<file path="config.mk">
export PLATFORM = sky130hd
export DESIGN_NAME = jtframe_frac_cen_gen
export DESIGN_NICKNAME = d
export VERILOG_FILES = /design/src/rtl/jtframe_cen_pkg.sv /design/src/rtl/jtframe_frac_acc.sv /design/src/rtl/jtframe_frac_cen_gen.sv
export SDC_FILE = /design/constraint.sdc
export NUM_CORES = 1
export LEC_CHECK = 0
export CORE_MARGIN = 1
export CORE_UTILIZATION = 35
export DETAILED_ROUTE_END_ITERATION = 6
export PLACE_DENSITY = 0.58
export SYNTH_ARGS = -nofsm -noshare
export SYNTH_HDL_FRONTEND = slang
export SYNTH_SLANG_ARGS = --single-unit
</file>
<file path="constraint.sdc">
create_clock -name clk -period 8.3 [get_ports clk]
set_clock_uncertainty 0.05 [all_clocks]
set_input_delay 1.66 -clock clk [delete_from_list [all_inputs] [get_ports clk]]
set_output_delay 1.66 -clock clk [all_outputs]
set_load 0.03 [all_outputs]
</file>
<file path="src/rtl/jtframe_cen_pkg.sv">
// jtframe_cen_pkg
// Shared definitions for the fractional clock-enable generator:
//   CEN_WC      default width of the n/m ratio operands
//   CREDIT_W    width of the stall credit counter
//   CREDIT_MAX  saturation value of the stall credit counter
//   ratio_valid true when a requested n/m ratio can be adopted (0 < n <= m)
package jtframe_cen_pkg;

    localparam int CEN_WC   = 10;
    localparam int CREDIT_W = 4;
    localparam logic [CREDIT_W-1:0] CREDIT_MAX = 4'd15;

    // A ratio is usable when the denominator is non-zero and 0 < n <= m.
    function automatic logic ratio_valid(input logic [31:0] n, input logic [31:0] m);
        return (m != 32'd0) && (n != 32'd0) && (n <= m);
    endfunction

endpackage

</file>
<file path="src/rtl/jtframe_frac_acc.sv">
// jtframe_frac_acc
// Fractional accumulator: adds n_act every clk and wraps modulo m_act,
// flagging the wrap (cen0) and the half-period crossing (cenb0).
// Outputs are combinational from the current accumulator state; the parent
// registers them.
// Ports:
//   clk    system clock
//   rst    synchronous active-high reset
//   n_act  active numerator
//   m_act  active denominator
//   clr    restart the accumulator (ratio change)
//   cen0   raw wrap flag for this cycle
//   cenb0  raw half-period flag for this cycle
module jtframe_frac_acc
    import jtframe_cen_pkg::*;
#(
    parameter int WC = CEN_WC
)(
    input  logic          clk,
    input  logic          rst,
    input  logic [WC-1:0] n_act,
    input  logic [WC-1:0] m_act,
    input  logic          clr,
    output logic          cen0,
    output logic          cenb0
);

    logic [WC:0]   acc_r;
    logic          half_r;
    logic [WC+1:0] sum_s;
    logic [WC+1:0] m_ext_s;
    logic [WC+1:0] mh_ext_s;
    logic [WC:0]   acc_nxt_s;
    logic          half_nxt_s;

    // Sum, wrap compare and half-phase detection for the current cycle.
    always_comb begin
        sum_s    = {1'b0, acc_r} + {2'b00, n_act};
        m_ext_s  = {2'b00, m_act};
        mh_ext_s = m_ext_s >> 1;
        cen0     = (sum_s >= m_ext_s);
        cenb0    = (sum_s >= mh_ext_s) && !half_r;
        if (cen0) begin
            // acc < m and n <= m keep sum - m below m, so it fits WC+1 bits.
            acc_nxt_s  = (WC+1)'(sum_s - m_ext_s);
            half_nxt_s = 1'b0;
        end else if (cenb0) begin
            acc_nxt_s  = (WC+1)'(sum_s);
            half_nxt_s = 1'b1;
        end else begin
            acc_nxt_s  = (WC+1)'(sum_s);
            half_nxt_s = half_r;
        end
    end

    // Accumulator and half-phase state.
    always_ff @(posedge clk) begin
        if (rst || clr) begin
            acc_r  <= '0;
            half_r <= 1'b0;
        end else begin
            acc_r  <= acc_nxt_s;
            half_r <= half_nxt_s;
        end
    end

endmodule

</file>
<file path="src/rtl/jtframe_frac_cen_gen.sv">
// jtframe_frac_cen_gen
// Derives fractional clock-enable pulse trains from the system clock:
// cen[0] pulses n_act times every m_act clk cycles, cen[k] at 1/2^k of that,
// and cenb[] marks the half-period point. The ratio can be changed at run
// time through a load/ack/err handshake; the new ratio takes effect on the
// next cen0 boundary, and locked reports a settled ratio.
// Optional build macro JTFRAME_CEN_STALL_EN adds a stall input that holds
// off enables and replays the suppressed cen0 pulses afterwards as credit.
// Ports:
//   clk     system clock
//   rst     synchronous active-high reset
//   stall   (JTFRAME_CEN_STALL_EN only) suppress enables, bank credit
//   n, m    requested ratio
//   load    one-cycle request to adopt n/m
//   ack     pulse: request accepted
//   err     pulse: request rejected
//   cen     clock-enable pulses
//   cenb    half-period-shifted enable pulses
//   locked  ratio stable
module jtframe_frac_cen_gen
    import jtframe_cen_pkg::*;
#(
    parameter int W     = 2,
    parameter int WC    = CEN_WC,
    parameter int N_RST = 1,
    parameter int M_RST = 8
)(
    input  logic          clk,
    input  logic          rst,
`ifdef JTFRAME_CEN_STALL_EN
    input  logic          stall,
`endif
    input  logic [WC-1:0] n,
    input  logic [WC-1:0] m,
    input  logic          load,
    output logic          ack,
    output logic          err,
    output logic [W-1:0]  cen,
    output logic [W-1:0]  cenb,
    output logic          locked
);

    localparam int DW = (W > 1) ? W - 1 : 1;

    logic [WC-1:0] n_act_r;
    logic [WC-1:0] m_act_r;
    logic [WC-1:0] n_sh_r;
    logic [WC-1:0] m_sh_r;
    logic          pend_r;
    logic [DW-1:0] div_r;
    logic          seen_r;
    logic          locked_r;
    logic          ack_r;
    logic          err_r;
    logic [W-1:0]  cen_r;
    logic [W-1:0]  cenb_r;

    logic          raw_cen0_s;
    logic          raw_cenb0_s;
    logic          eff_cen0_s;
    logic          eff_cenb0_s;
    logic          apply_s;
    logic          load_ok_s;
    logic [W-1:0]  ones_s;
    logic [W-1:0]  cen_nxt_s;
    logic [W-1:0]  cenb_nxt_s;

    jtframe_frac_acc #(.WC(WC)) u_acc (
        .clk   (clk),
        .rst   (rst),
        .n_act (n_act_r),
        .m_act (m_act_r),
        .clr   (apply_s),
        .cen0  (raw_cen0_s),
        .cenb0 (raw_cenb0_s)
    );

    assign load_ok_s = ratio_valid(32'(n), 32'(m));
    // Ratio changes land on a period boundary so no partial period is emitted.
    assign apply_s   = pend_r && (raw_cen0_s || (n_act_r == '0));

`ifdef JTFRAME_CEN_STALL_EN
    logic [CREDIT_W-1:0] credit_r;
    logic [CREDIT_W-1:0] credit_nxt_s;

    // Stall gating: bank suppressed pulses, replay them in idle cycles.
    always_comb begin
        eff_cen0_s   = raw_cen0_s;
        eff_cenb0_s  = raw_cenb0_s;
        credit_nxt_s = credit_r;
        if (stall) begin
            eff_cen0_s  = 1'b0;
            eff_cenb0_s = 1'b0;
            if (raw_cen0_s && (credit_r != CREDIT_MAX)) begin
                credit_nxt_s = credit_r + 4'd1;
            end else begin
                credit_nxt_s = credit_r;
            end
        end else if (!raw_cen0_s && (credit_r != 4'd0)) begin
            eff_cen0_s   = 1'b1;
            credit_nxt_s = credit_r - 4'd1;
        end else begin
            credit_nxt_s = credit_r;
        end
    end

    // Credit counter, restarted with every new ratio.
    always_ff @(posedge clk) begin
        if (rst || apply_s) begin
            credit_r <= '0;
        end else begin
            credit_r <= credit_nxt_s;
        end
    end
`else
    // Without stall support the raw enables pass straight through.
    always_comb begin
        eff_cen0_s  = raw_cen0_s;
        eff_cenb0_s = raw_cenb0_s;
    end
`endif

    // Divided enables: output k fires when the low k divider bits are all ones.
    always_comb begin
        ones_s     = '0;
        cen_nxt_s  = '0;
        cenb_nxt_s = '0;
        ones_s[0]  = 1'b1;
        for (int k = 1; k < W; k++) begin
            ones_s[k] = ones_s[k-1] & div_r[k-1];
        end
        for (int k = 0; k < W; k++) begin
            cen_nxt_s[k]  = eff_cen0_s  & ones_s[k];
            cenb_nxt_s[k] = eff_cenb0_s & ones_s[k];
        end
    end

    // Active ratio, shadow register and pending flag.
    always_ff @(posedge clk) begin
        if (rst) begin
            n_act_r <= WC'(N_RST);
            m_act_r <= WC'(M_RST);
            n_sh_r  <= '0;
            m_sh_r  <= '0;
            pend_r  <= 1'b0;
        end else begin
            if (apply_s) begin
                n_act_r <= n_sh_r;
                m_act_r <= m_sh_r;
            end
            // A fresh request wins over a simultaneous apply of the old shadow.
            if (load && load_ok_s) begin
                n_sh_r <= n;
                m_sh_r <= m;
                pend_r <= 1'b1;
            end else if (apply_s) begin
                pend_r <= 1'b0;
            end
        end
    end

    // Divider for the slower enable outputs.
    always_ff @(posedge clk) begin
        if (rst) begin
            div_r <= '0;
        end else if (eff_cen0_s) begin
            div_r <= div_r + 1'b1;
        end
    end

    // Lock tracking: locked after the second natural wrap with a stable ratio.
    always_ff @(posedge clk) begin
        if (rst || apply_s) begin
            seen_r   <= 1'b0;
            locked_r <= 1'b0;
        end else if (raw_cen0_s) begin
            seen_r <= 1'b1;
            if (seen_r) begin
                locked_r <= 1'b1;
            end
        end
    end

    // Registered outputs.
    always_ff @(posedge clk) begin
        if (rst) begin
            cen_r  <= '0;
            cenb_r <= '0;
            ack_r  <= 1'b0;
            err_r  <= 1'b0;
        end else begin
            cen_r  <= cen_nxt_s;
            cenb_r <= cenb_nxt_s;
            ack_r  <= load && load_ok_s;
            err_r  <= load && !load_ok_s;
        end
    end

    assign cen    = cen_r;
    assign cenb   = cenb_r;
    assign ack    = ack_r;
    assign err    = err_r;
    assign locked = locked_r;

endmodule

</file>
==> results of run 1 <==
==> final cells by class <==
class                   instances  area [um2]  share of cell area, %
flip-flops and latches         62        1240                   28.4
clock inverters                 6        70.1                   1.60
clock buffers                  10         128                   2.92
repair buffers                 31         300                   6.86
inverters                      34         128                   2.92
well taps                     136         170                   3.89
multi-input cells             317        2340                   53.4
==> sequential cells by signal (all words and copies together), names as in the netlist <==
signal / flops
cenb: 2
locked: 1
div_r: 1
m_act_r: 10
n_sh_r: 10
cen: 2
pend_r: 1
u_acc.half_r: 1
m_sh_r: 10
u_acc.acc_r: 11
n_act_r: 10
err: 1
seen_r: 1
ack: 1
==> worst reg2reg max path, stage by stage, from the launching register on <==
cell,delay (ns)
dfxtp_1,0.33
ha_1,0.23
fa_1,0.41
a21oi_1,0.23
o221a_4,0.27
o21bai_1,0.08
a21oi_1,0.18
xnor2_1,0.27
ha_1,0.36
nand2_1,0.10
nor2_1,0.06
o21a_1,0.11
or3_4,0.43
nor4_1,0.85
nand2_1,0.12
o221ai_1,0.21
==> cells in the final DEF (no fill, tap or decap), types with 9 or more instances in the layout <==
cell type        netlist  final
dfxtp_1               62     62
nand2_1               12     12
nor3_1                19     19
clkbuf_8               0      9
xnor2_1               13     13
clkdlybuf4s50_1        0     28
inv_1                 34     34
nand3_1               14     14
mux2i_1               33     33
ha_1                  39     39
nor2_1                60     60
a21oi_1               30     30
==> kinds of logic after synthesis <==
logic type,Yosys count,share of synthesized area (%)
simple gates,146,19.7
compound gates,78,14.7
flops,62,32.6
buf+inv,53,5.98
fa+ha+maj,41,13.9
mux,35,9.27
xor+xnor,17,3.91
==> how the worst max path moves through the flow <==
stage,from,to,slack [ns],cells past startpoint
after floorplan,n_act_r[0],m_act_r[9],4.57,16
after global placement,n[3],n_sh_r[7],3.63,9
after detailed placement,m[8],n_sh_r[1],3.56,10
after CTS,m[7],n_sh_r[2],3.89,10
after global routing,n_act_r[0],pend_r,3.59,15
final,n[5],n_sh_r[2],3.88,9
==> metal layers <==
| metal | share of wire, % | up-vias | GRT usage, % | wire (um) |
|---|---|---|---|---|
| li1 | - | 1580 | - | - |
| met1 | 48 | 1459 | 22.2 | 4270 |
| met2 | 47 | 60 | 28.1 | 4190 |
| met3 | 3.8 | 14 | 3.62 | 343 |
| met4 | 1.6 | 0 | 4.86 | 144 |
| met5 | 0 | - | 0 | 0 |
==> power by group through the flow <==
stage / Sequential, mW / Combinational, mW / Clock, mW
after global placement: 0.377 / 0.750 / 0
after floorplan: 0.389 / 0.577 / 0
after detailed placement: 0.378 / 0.763 / 0
final: 0.371 / 0.763 / 0.268
after CTS: 0.371 / 0.768 / 0.271
after global routing: 0.377 / 0.850 / 0.287
==> flow_metrics.env, run 1 <==
export IMPL_relSlewSlack_pct=26.5
export IMPL_status="finished, final reports clean"
export IMPL_clkLatencyLatePin_ns=0.35
export IMPL_synth_most_common_cell="dfxtp_1"
export IMPL_path_buf_inv=1
export IMPL_crit_chain="clkdlybuf4s50_1 -> ha_1 -> nand4_1 -> nor3_1 -> or2_2 -> o221ai_1 -> or2_2 -> mux2i_1 -> nor2_1"
export IMPL_tns_ns=0
export IMPL_maxSlewViolCount=0
export IMPL_rows=37
export IMPL_max_cap_violations=0
export IMPL_drc=0
export IMPL_max_freq_ghz=0.226
export IMPL_worst_pin_slew_ns=1.09
export IMPL_path_common_cell="or2_2"
export IMPL_layout_min_cycle_time_ns=4.42
export IMPL_slowest_stage="o221ai_1"
export IMPL_clkSinkCount=62
export IMPL_min_from="locked"
export IMPL_internal_power_mw=0.808
export IMPL_post_dp_cell_area_um2=4180
export IMPL_p_leak_nw=1.96
export IMPL_critPathMaxFanout=21
export IMPL_drive_above_1_share_pct=7.61
export IMPL_dieArea_um2=11300
export IMPL_syn_inst=432
export IMPL_num_vias=3113
export IMPL_reg2reg_depth=15
export IMPL_grt_ovfl_total=0
export IMPL_hold_viol_final=0
export IMPL_cts_resized=0
export IMPL_root_buffer="clkbuf_8"
export IMPL_dr_pass1_iters=4
export IMPL_grt_pass1_wl_um=15100
export IMPL_cp_data_required_time_ns=8.46
export IMPL_synth_edf_count=0
export IMPL_ys_seq_area_share_pct=32.6
export IMPL_r2r_end="u_acc.acc_r[9]"
export IMPL_path_delay_family="simple AND/OR/NAND/NOR gates"
export IMPL_nFillCells=1051
export IMPL_detail_route_antenna_nets=0
export IMPL_layout_worst_path_cycle_share_pct=53.3
export IMPL_synth_seq_cells=62
export IMPL_fin_cells=596
export IMPL_avgSynthCellArea_um2=8.81
export IMPL_combPwrFrac_pct=54.4
export IMPL_ys_top_cells_by_area="dfxtp_1, ha_1, mux2i_1"
export IMPL_wl_per_cell_um=15.0
export IMPL_dp_hpwl_um=6900
export IMPL_synth_top_area_cell="dfxtp_1"
export IMPL_synthTopCellsByCount="dfxtp_1, nor2_1, ha_1"
export IMPL_netSwitchingPower_mw=0.594
export IMPL_hold_path_class="reg2reg"
export IMPL_final_setup_worst_slack_ns=3.88
export IMPL_synth_ff_type="dfxtp_1"
export IMPL_io_buffers=29
export IMPL_max_stage_delay_ns=0.72
export IMPL_grt_max_degree=64
export IMPL_yosys_cell_types_count=57
export IMPL_cp_end_kind="register"
export IMPL_totalWireLength_um=8960
export IMPL_hold_path_endpoint="locked"
export IMPL_cts_htree_levels=3
export IMPL_setup_violations=0
export IMPL_place_inst=580
export IMPL_antenna_found_initial=0
export IMPL_initialDrtViolationCount=152
export IMPL_r2r_slack_ns=3.93
export IMPL_core_area_um2=10400
export IMPL_grt_pass1_vias=3018
export IMPL_cts_setup_buffers=0
export IMPL_p_sw_share_pct=42.4
export IMPL_ys_warn_count=0
export IMPL_async_flop_share_pct=0
export IMPL_synth_area_um2=3810
export IMPL_whs_path_depth=2
export IMPL_clk_path_buf_depth=2
export IMPL_cts_clk_slew_worst_paths_ns=0.07
export IMPL_crit_type="in2reg"
export IMPL_grt_util_all_layers_pct=17.0
export IMPL_irDropWorstVdd_uv=91.7
export IMPL_die_w_um=106
export IMPL_start_kind="input port"
export IMPL_regToRegStartpoint="n_act_r[0]"
export IMPL_start_util_pct=36.6
export IMPL_gp_congestion=0.950
export IMPL_via_per_inst=5.22
export IMPL_seqPwrFrac_pct=26.5
export IMPL_cts_tree="yes"
export IMPL_crit_arrival_ns=4.58
export IMPL_post_place_ws_ns=3.56
export IMPL_hold_buffers=0
export IMPL_worst_hold_slack_ns=0.435
export IMPL_antennaDiodeCount=0
export IMPL_io_pins=30
export IMPL_yosysTopAreaCellShare_pct=32.6
export IMPL_clkPwrFrac_pct=19.1
export IMPL_p_per_area_nw_per_um2=320
export IMPL_fin_nets=519
export IMPL_grt_setup_unrepaired="no"
export IMPL_cts_buffers=9
export IMPL_final_util_pct=42.0
export IMPL_syn_nets=496
export IMPL_finalPower_mw=1.40
export IMPL_fin_area_um2=4380
export IMPL_dieHeight_um=106
export IMPL_syn2layout_area_growth_pct=14.9
No activity file was read; power rests on OpenSTA's default activity.
==> inputs of run 2 (changes only) <==
PLACE_DENSITY = 0.6   (was 0.58)
clock period = 3.7 ns   (was 8.3 ns; I/O delays follow)
==> run 2 against run 1 <==
  * Worst hold slack better by 0.0077 ns
  * Critical path depth up 8
  * Routed wire length is 7.6% higher
  * Largest cell class unchanged
  * Non-clock buffer count up 39
  * Sequential power rose by 130%
  * Combinational power rose to 2.9 times the previous value
  * First-iteration DRC count is 27% lower
==> flow_metrics.env, run 2 (synthesis results as in run 1) <==
export IMPL_max_cap_violations=0
export IMPL_crit_type="reg2reg"
export IMPL_crit_arrival_ns=3.85
export IMPL_drive_above_1_share_pct=18.2
export IMPL_start_util_pct=36.6
export IMPL_p_per_area_nw_per_um2=761
export IMPL_io_buffers=29
export IMPL_nFillCells=1021
export IMPL_initialDrtViolationCount=111
export IMPL_dieArea_um2=11300
export IMPL_grt_util_all_layers_pct=17.6
export IMPL_via_per_inst=5.15
export IMPL_finalPower_mw=3.69
export IMPL_cp_data_required_time_ns=3.85
export IMPL_irDropWorstVdd_uv=321
export IMPL_detail_route_antenna_nets=0
export IMPL_core_area_um2=10400
export IMPL_fin_area_um2=4850
export IMPL_hold_viol_final=0
export IMPL_syn2layout_area_growth_pct=27.3
export IMPL_grt_ovfl_total=0
export IMPL_final_setup_worst_slack_ns=0.00705
export IMPL_antennaDiodeCount=0
export IMPL_wl_per_cell_um=15.2
export IMPL_post_dp_cell_area_um2=4390
export IMPL_grt_pass1_vias=3190
export IMPL_tns_ns=0
export IMPL_largest_register="u_acc.acc_r"
export IMPL_largest_reg_flops=11
export IMPL_num_vias=3271
export IMPL_io_pins=30
export IMPL_clkLatencyLatePin_ns=0.33
export IMPL_grt_max_degree=30
export IMPL_layout_commonest_cell="dfxtp_1"
export IMPL_cts_clk_slew_worst_paths_ns=0.07
export IMPL_rows=37
export IMPL_status="finished, final reports clean"
export IMPL_die_w_um=106
export IMPL_fin_nets=558
export IMPL_post_place_ws_ns=0.0118
export IMPL_grt_setup_unrepaired="yes"
export IMPL_layout_common_cells="dfxtp_1, nor2_1, ha_1"
export IMPL_cp_end_kind="register"
export IMPL_cts_buffers=9
export IMPL_maxSlewViolCount=0
export IMPL_gp_congestion=0.908
export IMPL_worst_pin_slew_ns=0.842
export IMPL_drc=0
export IMPL_final_util_pct=46.5
export IMPL_relSlewSlack_pct=43.3
export IMPL_dp_hpwl_um=7230
export IMPL_clkSinkCount=62
export IMPL_p_leak_nw=2.17
export IMPL_root_buffer="clkbuf_8"
export IMPL_dr_pass1_iters=4
export IMPL_grt_pass1_wl_um=15400
export IMPL_cts_tree="yes"
export IMPL_layout_worst_path_cycle_share_pct=99.8
export IMPL_critPathMaxFanout=6
export IMPL_layout_min_cycle_time_ns=3.69
export IMPL_antenna_found_initial=0
export IMPL_clk_path_buf_depth=2
export IMPL_hold_path_class="reg2reg"
export IMPL_max_freq_ghz=0.271
export IMPL_cts_htree_levels=3
export IMPL_setup_violations=0
export IMPL_dieHeight_um=106
export IMPL_start_kind="register"
export IMPL_totalWireLength_um=9640
==> run 2: stage by stage <==
step | std cells | hold slack [ns]
2_1_floorplan | 432 | 0.406
3_3_place_gp | 605 | 0.422
3_5_place_dp | 605 | 0.427
4_1_cts | 625 | 0.444
5_1_grt | 635 | 0.460
6_report | 635 | 0.443
==> run 2: worst max-delay path: stages, from the launching register on <==
cell and delay, ns:
dfxtp_4 0.36, ha_4 0.16, fa_2 0.36, a21oi_4 0.16, o221a_4 0.21, o21bai_1 0.06, a21oi_1 0.18, xnor2_1 0.17
ha_1 0.31, nand2_1 0.11, nor2_2 0.06, o21a_1 0.11, or3_4 0.42, o41ai_4 0.25, buf_4 0.21, clkbuf_16 0.16
mux2i_1 0.17, nor2_1 0.05
==> run 2: area by class of cell <==
cell class | instances | area, um2 | area share, %
Clock inverter | 4 | 53.8 | 1.11
Multi-Input combinational cell | 317 | 2440 | 50.4
Clock buffer | 12 | 155 | 3.20
Sequential cell | 62 | 1250 | 25.7
Tap cell | 136 | 170 | 3.51
Inverter | 34 | 128 | 2.63
Timing Repair Buffer | 70 | 649 | 13.4
==> run 2: what timing repair did <==
| item | in CTS | in global routing |
|---|---|---|
| hold buffers | 0 | 0 |
| endpoints found under the hold margin | 0 | 0 |
| setup buffers | 2 | 9 |
| gates cloned | 2 | 2 |
| resized for setup | 1 | 21 |
| pin swaps | 1 | 4 |
| endpoints found under the setup margin | 8 | 33 |
==> run 2: power breakdown <==
group	switching (mW)	total (mW)	internal [mW]
Clock	0.265	0.616	0.350
Sequential	0.0647	0.846	0.781
Combinational	1.13	2.23	1.10
==> run 2: layer usage <==
metal  wire (um)  global-route usage (%)
met1        4340                    20.9
met2        4760                    31.1
met3         290                    3.68
met4         244                    6.05
met5           0                       0
==> run 2: worst paths after layout <==
check	cells past startpoint	startpoint	to	slack, ns
min reg2reg	2	m_sh_r[6]	m_sh_r[6]	0.44
max reg2reg	17	n_act_r[0]	n_act_r[1]	0.007
min	2	m_sh_r[6]	m_sh_r[6]	0.44
max	17	n_act_r[0]	n_act_r[1]	0.007
==> inputs of run 3 (changes only) <==
CTS_BUF_LIST = sky130_fd_sc_hd__clkbuf_16   (was default)
SYNTH_HIERARCHICAL = 1   (was default)
==> run 3 against run 2 <==
  * Via count rose by 2.0%
  * Synthesized area grew 1.8%
  * Critical path depth grew 1
  * Register-to-register slack barely moved
  * Count of clock-buffer cells in the layout down 3
  * Final area rose by 5.8%
  * Clock power grew 54%
  * Routed wire length rose by 0.51%
  * Final cell count grew 0.79%
==> flow_metrics.env, run 3 <==
export IMPL_grt_util_all_layers_pct=18.4
export IMPL_syn2layout_area_growth_pct=32.4
export IMPL_via_per_inst=5.21
export IMPL_detail_route_antenna_nets=0
export IMPL_top_layer="met4"
export IMPL_dp_hpwl_um=7570
export IMPL_hold_viol_final=0
export IMPL_p_per_area_nw_per_um2=777
export IMPL_io_buffers=29
export IMPL_synth_area_um2=3870
export IMPL_layout_min_cycle_time_ns=3.70
export IMPL_start_util_pct=35.9
export IMPL_worst_hold_slack_ns=0.418
export IMPL_critPathMaxFanout=8
export IMPL_totalWireLength_um=9690
export IMPL_avgSynthCellArea_um2=9.07
export IMPL_synth_top_area_cell="dfxtp_1"
export IMPL_fin_nets=559
export IMPL_ys_warn_count=6
export IMPL_layout_common_cells="dfxtp_1, nand2b_1, buf_4"
export IMPL_async_flop_share_pct=0
export IMPL_synth_most_common_cell="dfxtp_1"
export IMPL_cts_tree="yes"
export IMPL_wl_met3_um=351
export IMPL_syn_nets=491
export IMPL_clkSinkCount=62
export IMPL_dieHeight_um=107
export IMPL_layout_commonest_cell="dfxtp_1"
export IMPL_antennaDiodeCount=0
export IMPL_largest_register="u_acc/acc_r"
export IMPL_ys_seq_area_share_pct=32.0
export IMPL_relSlewSlack_pct=48.9
export IMPL_largest_reg_flops=11
export IMPL_max_stage_delay_ns=0.35
export IMPL_grt_pass1_vias=3325
export IMPL_gp_congestion=0.885
export IMPL_cts_htree_levels=3
export IMPL_crit_chain="ha_4 -> and2_1 -> a221oi_2 -> a21oi_1 -> or3_1 -> and2_4 -> ha_4 -> buf_4 -> o211ai_1 -> nand2_1 -> o21ai_2 -> o21a_2 -> nand2_8 -> a31oi_4 -> nor2b_4 -> or2_4 -> a2111oi_4 -> a31o_1"
export IMPL_setup_violations=0
export IMPL_irDropWorstVdd_uv=351
export IMPL_m1WireLength_um=4510
export IMPL_start_kind="register"
export IMPL_wl_met2_um=4650
export IMPL_cp_data_required_time_ns=3.92
export IMPL_io_pins=30
export IMPL_yosysTopAreaCellShare_pct=32.0
export IMPL_dr_pass1_iters=4
export IMPL_worst_pin_slew_ns=0.767
export IMPL_finalPower_mw=3.99
export IMPL_crit_type="reg2reg"
export IMPL_slowest_stage="dfxtp_1"
export IMPL_layout_worst_path_cycle_share_pct=100
export IMPL_synthTopCellsByCount="dfxtp_1, nand2b_1, ha_1, mux2i_1, nor2_1"
export IMPL_die_w_um=107
export IMPL_syn_inst=427
export IMPL_clkLatencyLatePin_ns=0.33
export IMPL_synth_seq_cells=62
export IMPL_drc=0
export IMPL_root_buffer="clkbuf_16"
export IMPL_fin_cells=640
export IMPL_crit_arrival_ns=3.92
export IMPL_synth_ff_type="dfxtp_1"
export IMPL_path_common_cell="ha_4"
export IMPL_p_leak_nw=2.17
export IMPL_grt_max_degree=55
export IMPL_dieArea_um2=11500
export IMPL_cts_buffers=9
export IMPL_initialDrtViolationCount=86
export IMPL_wl_per_cell_um=15.1
export IMPL_antenna_found_initial=0
export IMPL_ys_top_cells_by_area="dfxtp_1, ha_1, mux2i_1"
export IMPL_yosys_cell_types_count=57
export IMPL_num_vias=3337
export IMPL_maxSlewViolCount=0
export IMPL_status="finished, final reports clean"
export IMPL_clk_path_buf_depth=2
export IMPL_drive_above_1_share_pct=20.2
export IMPL_core_area_um2=10800
export IMPL_synth_edf_count=0
export IMPL_grt_ovfl_total=0
export IMPL_place_inst=620
export IMPL_cp_end_kind="register"
export IMPL_max_freq_ghz=0.270
export IMPL_rows=38
export IMPL_grt_setup_unrepaired="yes"
export IMPL_hold_path_class="reg2reg"
export IMPL_grt_pass1_wl_um=16100
export IMPL_cts_clk_slew_worst_paths_ns=0.05
export IMPL_max_cap_violations=0
==> run 3: final cells by class <==
| cell class | instances | area (um2) |
|---|---|---|
| Clock inverter | 7 | 114 |
| Clock buffer | 9 | 225 |
| Multi-Input combinational cell | 324 | 2630 |
| Sequential cell | 62 | 1250 |
| Timing Repair Buffer | 74 | 647 |
| Tap cell | 140 | 175 |
| Inverter | 24 | 90.1 |
| Fill cell | 1007 | 5660 |
==> run 3: layer usage <==
metal	track usage, %	vias up
met5	0	-
met4	6.26	0
met3	4.62	11
met2	31.2	71
met1	22.5	1581
li1	-	1674
==> run 3: timing repair <==
action,in CTS,in global routing
setup endpoints to repair,24,30
hold buffers,0,0
gates resized for setup,7,12
setup buffers,1,3
pin swaps,1,14
==> run 3: logic make-up (layout without fill, tap and decap cells) <==
group / Yosys count / after routing / synth area share [%]
compound gates: 97 / 97 / 17.9
xor+xnor: 12 / 12 / 2.71
fa+ha+maj: 41 / 41 / 13.6
buf+inv: 41 / 114 / 5.04
flops: 62 / 62 / 32.0
mux: 39 / 39 / 10.1
simple gates: 135 / 135 / 18.7
==> run 3: critical path, delay by kind of cell, from the launching register on <==
family | cells | cell delay, ns
AOI/OAI and AO/OA | 8 | 1.41
and+or+nand+nor | 7 | 1.24
adders and majority gates | 2 | 0.44
DFF | 1 | 0.35
buffers and inverters | 1 | 0.15
==> run 3: power by group <==
group	leakage [nW]	internal [mW]	switching (mW)
clock	0.164	0.653	0.294
combinational	1.50	1.02	1.16
sequential	0.509	0.791	0.0655
==> run 3: final timing paths <==
| kind | endpoint | slack, ns | depth (start not counted) | from |
|---|---|---|---|---|
| setup / recovery | u_acc/acc_r[10] | 0.002 | 18 | u_acc/acc_r[3] |
| hold / removal | u_acc/half_r | 0.42 | 2 | u_acc/half_r |
| setup reg to reg | u_acc/acc_r[10] | 0.002 | 18 | u_acc/acc_r[3] |
| hold reg to reg | u_acc/half_r | 0.42 | 2 | u_acc/half_r |
==> run 3: metrics by stage <==
stage | instance area (um2) | setup WS (ns) | utilization (%) | TNS [ns]
2_1_floorplan | 4010 | -0.158 | - | -1.87
3_3_place_gp | 4670 | -0.0200 | 43.2 | -0.0425
3_5_place_dp | 4670 | -0.0873 | 43.2 | -1.22
4_1_cts | 5050 | 0.0137 | 46.8 | 0
5_1_grt | 5130 | -0.131 | 47.5 | -1.42
6_report | 5130 | 0.00154 | 47.5 | 0
